--- src/rtl/fb_fill.sv ---
// fb_fill: rectangle / full-frame fill engine for a linear frame buffer.
// Emits one pixel write per accepted cycle in row-major order. Row addresses
// are tracked incrementally (row base + x), so the only multiply is the
// one-off y0*WIDTH load when a fill is latched.
//
// state | meaning
// ------+--------------------------------------------------------------
// IDLE  | waiting for start (or the pending post-reset auto-clear)
// FILL  | driving writes; advancing x/y only on accepted writes
// DONE  | one-cycle completion pulse, then back to IDLE
module fb_fill #(
  parameter int                WIDTH        = 160,
  parameter int                HEIGHT       = 120,
  parameter int                CW           = 12,
  parameter int                AW           = 15,
  parameter logic [CW-1:0]     CLEAR_COLOUR = 12'hFFF,
  parameter bit                AUTO_CLEAR   = 1'b1,
  localparam int               XW           = $clog2(WIDTH),
  localparam int               YW           = $clog2(HEIGHT)
) (
  input  logic          clk,
  input  logic          reset,
  input  logic          start,
  input  logic          mode,
  input  logic [XW-1:0] x0,
  input  logic [XW-1:0] x1,
  input  logic [YW-1:0] y0,
  input  logic [YW-1:0] y1,
  input  logic [CW-1:0] colour,
  input  logic          stall,
  output logic          we,
  output logic [AW-1:0] addr,
  output logic [CW-1:0] wdata,
  output logic          busy,
  output logic          done
);

  localparam logic [XW-1:0] XMAX    = XW'(WIDTH - 1);
  localparam logic [YW-1:0] YMAX    = YW'(HEIGHT - 1);
  localparam logic [AW-1:0] WIDTH_A = AW'(WIDTH);

  typedef enum logic [1:0] {
    IDLE = 2'd0,
    FILL = 2'd1,
    DONE = 2'd2
  } state_t;

  state_t        state;
  logic          pend_clear;
  logic [XW-1:0] x, lx0, lx1;
  logic [YW-1:0] y, ly1;
  logic [AW-1:0] rowbase;

  // start-time view of the request: auto-clear overrides the pins
  logic          go;
  logic [XW-1:0] sx0, sx1;
  logic [YW-1:0] sy0, sy1;
  logic [CW-1:0] scol;
  logic          sempty;
  logic [AW-1:0] srow;

  // Resolve mode, clamp upper bounds and detect an empty rectangle.
  always_comb begin
    go   = pend_clear | start;
    sx0  = '0;
    sx1  = XMAX;
    sy0  = '0;
    sy1  = YMAX;
    scol = CLEAR_COLOUR;
    if (!pend_clear && mode) begin
      sx0  = x0;
      sx1  = (x1 > XMAX) ? XMAX : x1;
      sy0  = y0;
      sy1  = (y1 > YMAX) ? YMAX : y1;
      scol = colour;
    end
    sempty = (sx0 > sx1) || (sy0 > sy1);
    srow   = AW'(sy0) * WIDTH_A;
  end

  // Fill sequencer with registered write-port outputs.
  always_ff @(posedge clk) begin
    if (reset) begin
      state      <= IDLE;
      pend_clear <= AUTO_CLEAR;
      we         <= 1'b0;
      addr       <= '0;
      wdata      <= '0;
      busy       <= 1'b0;
      done       <= 1'b0;
      x          <= '0;
      y          <= '0;
      lx0        <= '0;
      lx1        <= '0;
      ly1        <= '0;
      rowbase    <= '0;
    end else begin
      case (state)
        IDLE: begin
          done <= 1'b0;
          if (go) begin
            pend_clear <= 1'b0;
            lx0        <= sx0;
            lx1        <= sx1;
            ly1        <= sy1;
            x          <= sx0;
            y          <= sy0;
            rowbase    <= srow;
            wdata      <= scol;
            if (sempty) begin
              state <= DONE;
              done  <= 1'b1;
            end else begin
              state <= FILL;
              we    <= 1'b1;
              busy  <= 1'b1;
              addr  <= srow + AW'(sx0);
            end
          end
        end
        FILL: begin
          // a stalled write holds every output until the memory takes it
          if (!stall) begin
            if (x == lx1 && y == ly1) begin
              state <= DONE;
              we    <= 1'b0;
              busy  <= 1'b0;
              done  <= 1'b1;
            end else if (x == lx1) begin
              x       <= lx0;
              y       <= y + 1'b1;
              rowbase <= rowbase + WIDTH_A;
              addr    <= rowbase + WIDTH_A + AW'(lx0);
            end else begin
              x    <= x + 1'b1;
              addr <= addr + 1'b1;
            end
          end
        end
        DONE: begin
          done  <= 1'b0;
          state <= IDLE;
        end
        default: begin
          state <= IDLE;
          we    <= 1'b0;
          busy  <= 1'b0;
          done  <= 1'b0;
        end
      endcase
    end
  end

endmodule

--- config.mk ---
export PLATFORM = sky130hd
export DESIGN_NAME = fb_fill
export DESIGN_NICKNAME = d
export VERILOG_FILES = /design/src/rtl/fb_fill.sv
export SDC_FILE = /design/constraint.sdc
export NUM_CORES = 1
export LEC_CHECK = 0
export CAP_MARGIN = 10
export CORE_MARGIN = 4
export CORE_UTILIZATION = 38
export CTS_CLUSTER_DIAMETER = 60
export CTS_CLUSTER_SIZE = 20
export DETAILED_ROUTE_END_ITERATION = 8
export PLACE_DENSITY_LB_ADDON = 0.2
export SYNTH_ARGS = -nofsm -noshare
export SYNTH_HDL_FRONTEND = slang
export SYNTH_SLANG_ARGS = --single-unit
--- constraint.sdc ---
create_clock -name clk -period 4.6 [get_ports clk]
set_input_delay 0.69 -clock clk [delete_from_list [all_inputs] [get_ports clk]]
set_output_delay 0.69 -clock clk [all_outputs]
set_load 0.02 [all_outputs]
==> metrics.txt <==
Setup TNS 0 ps; # rows between 40 and 50; Resized cells post-CTS 0; Synth Register Bits 80; number of antenna-violating nets in the routed design 0; gr usage total 19.39%; Syn-to-layout area delta 21.38%; clock-pin slew on the worst setup and hold paths around 60 ps; Setup crit start mode; Register Area between 1500 and 2000 um^2; clock skew roughly 4.4 ps; routability cong. a little under 0.9; ant diodes 0; WL per Instance 16.51 um; Unique masters post-synth 76; Final period util between 80 and 90%; layout cells sized above 1 6.869%; Slew @ Worst Pin 1011 ps; clock root buffer clkbuf_16; CTS max path bufs 2; Mapped Avg Cell Area 7.760 um^2; RSZ-0062 raised after global routing no; worst vdd ir roughly 0.00022 V; Via density between 5 and 6; Horiz. Die Dim roughly 130 um; EDFF count, synth 0; CTS tree yes; TritonCTS Buffers 9; most frequent cell after synthesis nor2_1; die height roughly 130 um; PortBufs 76; crit path time final about 4100 ps; Slew headroom around a third; Starting DRT DRC Count 244; Total Wirelength around 15 mm; multi-input logic area ~3600 um^2; vias in the first global route 4976; non-filler instance count after layout 937; Pwr Density approximately 390 nW/um^2; max cap viols 0; largest cells by area after synthesis dfxtp_1, ha_1, nor2_1, xnor2_1, a21oi_1; Final HPWL DP 11.40 mm; CTS sink cnt 80; Design Area, Final 6621 um^2; Ys Warns 0; NumNets Final approximately 840; Starting Density 39.00%; Reg-to-Reg Start pend_clear; Area after DPL 6275 um^2; R2R cell count 14; die area about 16000 um^2; Fin. Hold Viols 0; Setup WS pre-CTS 180.9 ps; cts hold-fix bufs 0; largest net degree at the start of global routing 55; worst skew pair latency 350 ps; Synthesized Nets ~800; first drt pass iteration count 5; Final setup viols 0; Tot Pwr roughly 2.6 mW; Leak 2.466 nW; DR DRC count 0; synthesized area 5455 um^2; Final Max Slew Viols 0; Core Footprint around 14000 um^2; Critical Path Source Type input pin; H-tree depth 3; fill count ~1400; outcome finished, final reports clean; Worst Path Arrival roughly 4400 ps; top cell types by occurrence after synthesis nor2_1, dfxtp_1, nand2_1, a21oi_1, nor3_1; Most used DFF post-synth dfxtp_1; Critical Path RT a little under 5000 ps; Post-CTS Setup Repair Bufs 0; Remaining Overflow, GRT 0; # IOs 77; via count 5141; antenna violations before repair 0; CP Class in2reg; ys async rst share 0%; crit path max fanout 19; CP Capture Type flop; Max Fclk between 200 and 250 MHz; HP Start lx0[0]; Hold Crit Depth 2; placed instance count 921; post-synth top area cell dfxtp_1; Synth top area share between 20% and 30%; Seq/Total Area, Yosys roughly 29%; hold crit path type reg2reg; PnR worst setup slack ~520 ps; first-pass GRT wire length roughly 26 mm; Post-Synthesis Cells 703
[layer usage]
| metal | share of wire [%] | vias up | global-route usage (%) |
|---|---|---|---|
| met5 | 0 | - | 0 |
| met4 | 2.0 | 0 | 6.305 |
| met3 | 6.0 | 24 | 5.167 |
| met2 | 44 | 131 | 29.76 |
| met1 | 48 | 2396 | 26.52 |
| li1 | - | 2590 | - |
[area by class of cell]
| type | count | share of cell area [%] |
|---|---|---|
| inverters | 14 | 0.7937 |
| multi-input cells | 563 | 54.06 |
| well taps | 180 | 3.401 |
| clock buffers | 11 | 3.666 |
| flip-flops and latches | 80 | 24.19 |
| clock inverters | 5 | 1.568 |
| repair buffers | 84 | 12.32 |
[path summary, 6_finish.rpt]
check | slack [ps] | endpoint
setup / recovery | 520 | addr[14]
hold / removal | 450 | lx0[0]
setup reg to reg | 990 | addr[14]
hold reg to reg | 450 | lx0[0]
[stage by stage]
| step | utilization, % | hold slack (ps) |
|---|---|---|
| 6_report | 47.33 | 450.6 |
| 5_1_grt | 47.33 | 486.5 |
| 4_1_cts | 47.33 | 453.1 |
| 3_5_place_dp | 44.86 | 444.7 |
| 3_3_place_gp | 44.86 | 438.0 |
| 2_1_floorplan | - | 433.2 |
[cell families after synthesis]
kind of cell	count (synthesis)	synth area share (%)
muxes	1	0.1835
buffers and inverters	60	5.275
and+or+nand+nor	296	26.31
xor gates and xnor gates	56	8.991
adders and majority gates	38	8.945
DFF	80	29.36
AOI/OAI and AO/OA	172	20.94
[cells in the final DEF (no fill, tap or decap), drive strengths merged, types with 8 or more instances in the layout]
cell type	synthesis	final
nor2	96	96
dfxtp	80	80
nand2	76	76
clkdlybuf4s50	0	75
a21oi	58	58
nor3	44	44
xnor2	36	36
ha	35	35
o21ai	32	32
a211oi	27	27
xor2	20	20
nand3	17	17
and2	14	14
inv	14	14
nand4	12	12
clkbuf	30	11
o211ai	9	9
buf	14	9
a31oi	8	8
[state kept, by name, indices dropped and copies added, names as in the netlist]
signal,cells
done,1
addr,15
pend_clear,1
busy,1
ly1,7
rowbase,10
y,7
wdata,12
state,2
lx0,8
x,8
lx1,8
[worst max-delay path, cell delays in order]
cell             delay [ps]
clkdlybuf4s50_1         420
nor2b_1                 130
buf_4                   200
and2_1                  240
ha_1                    310
ha_1                    180
inv_1                    60
fa_1                    390
xor2_1                  220
or3b_1                  430
nor4_2                  360
nor4b_1                 320
a221o_1                 180
a22oi_1                  80
o2bb2ai_1               140
[power breakdown]
group          internal (mW)  switching [mW]  total (mW)  leakage [nW]
registers              0.789           0.112       0.901         0.659
clock network          0.545           0.298       0.843         0.170
logic                  0.353           0.500       0.853          1.64
total                   1.69           0.909        2.60          2.47
(Power assumes the default switching activity.)
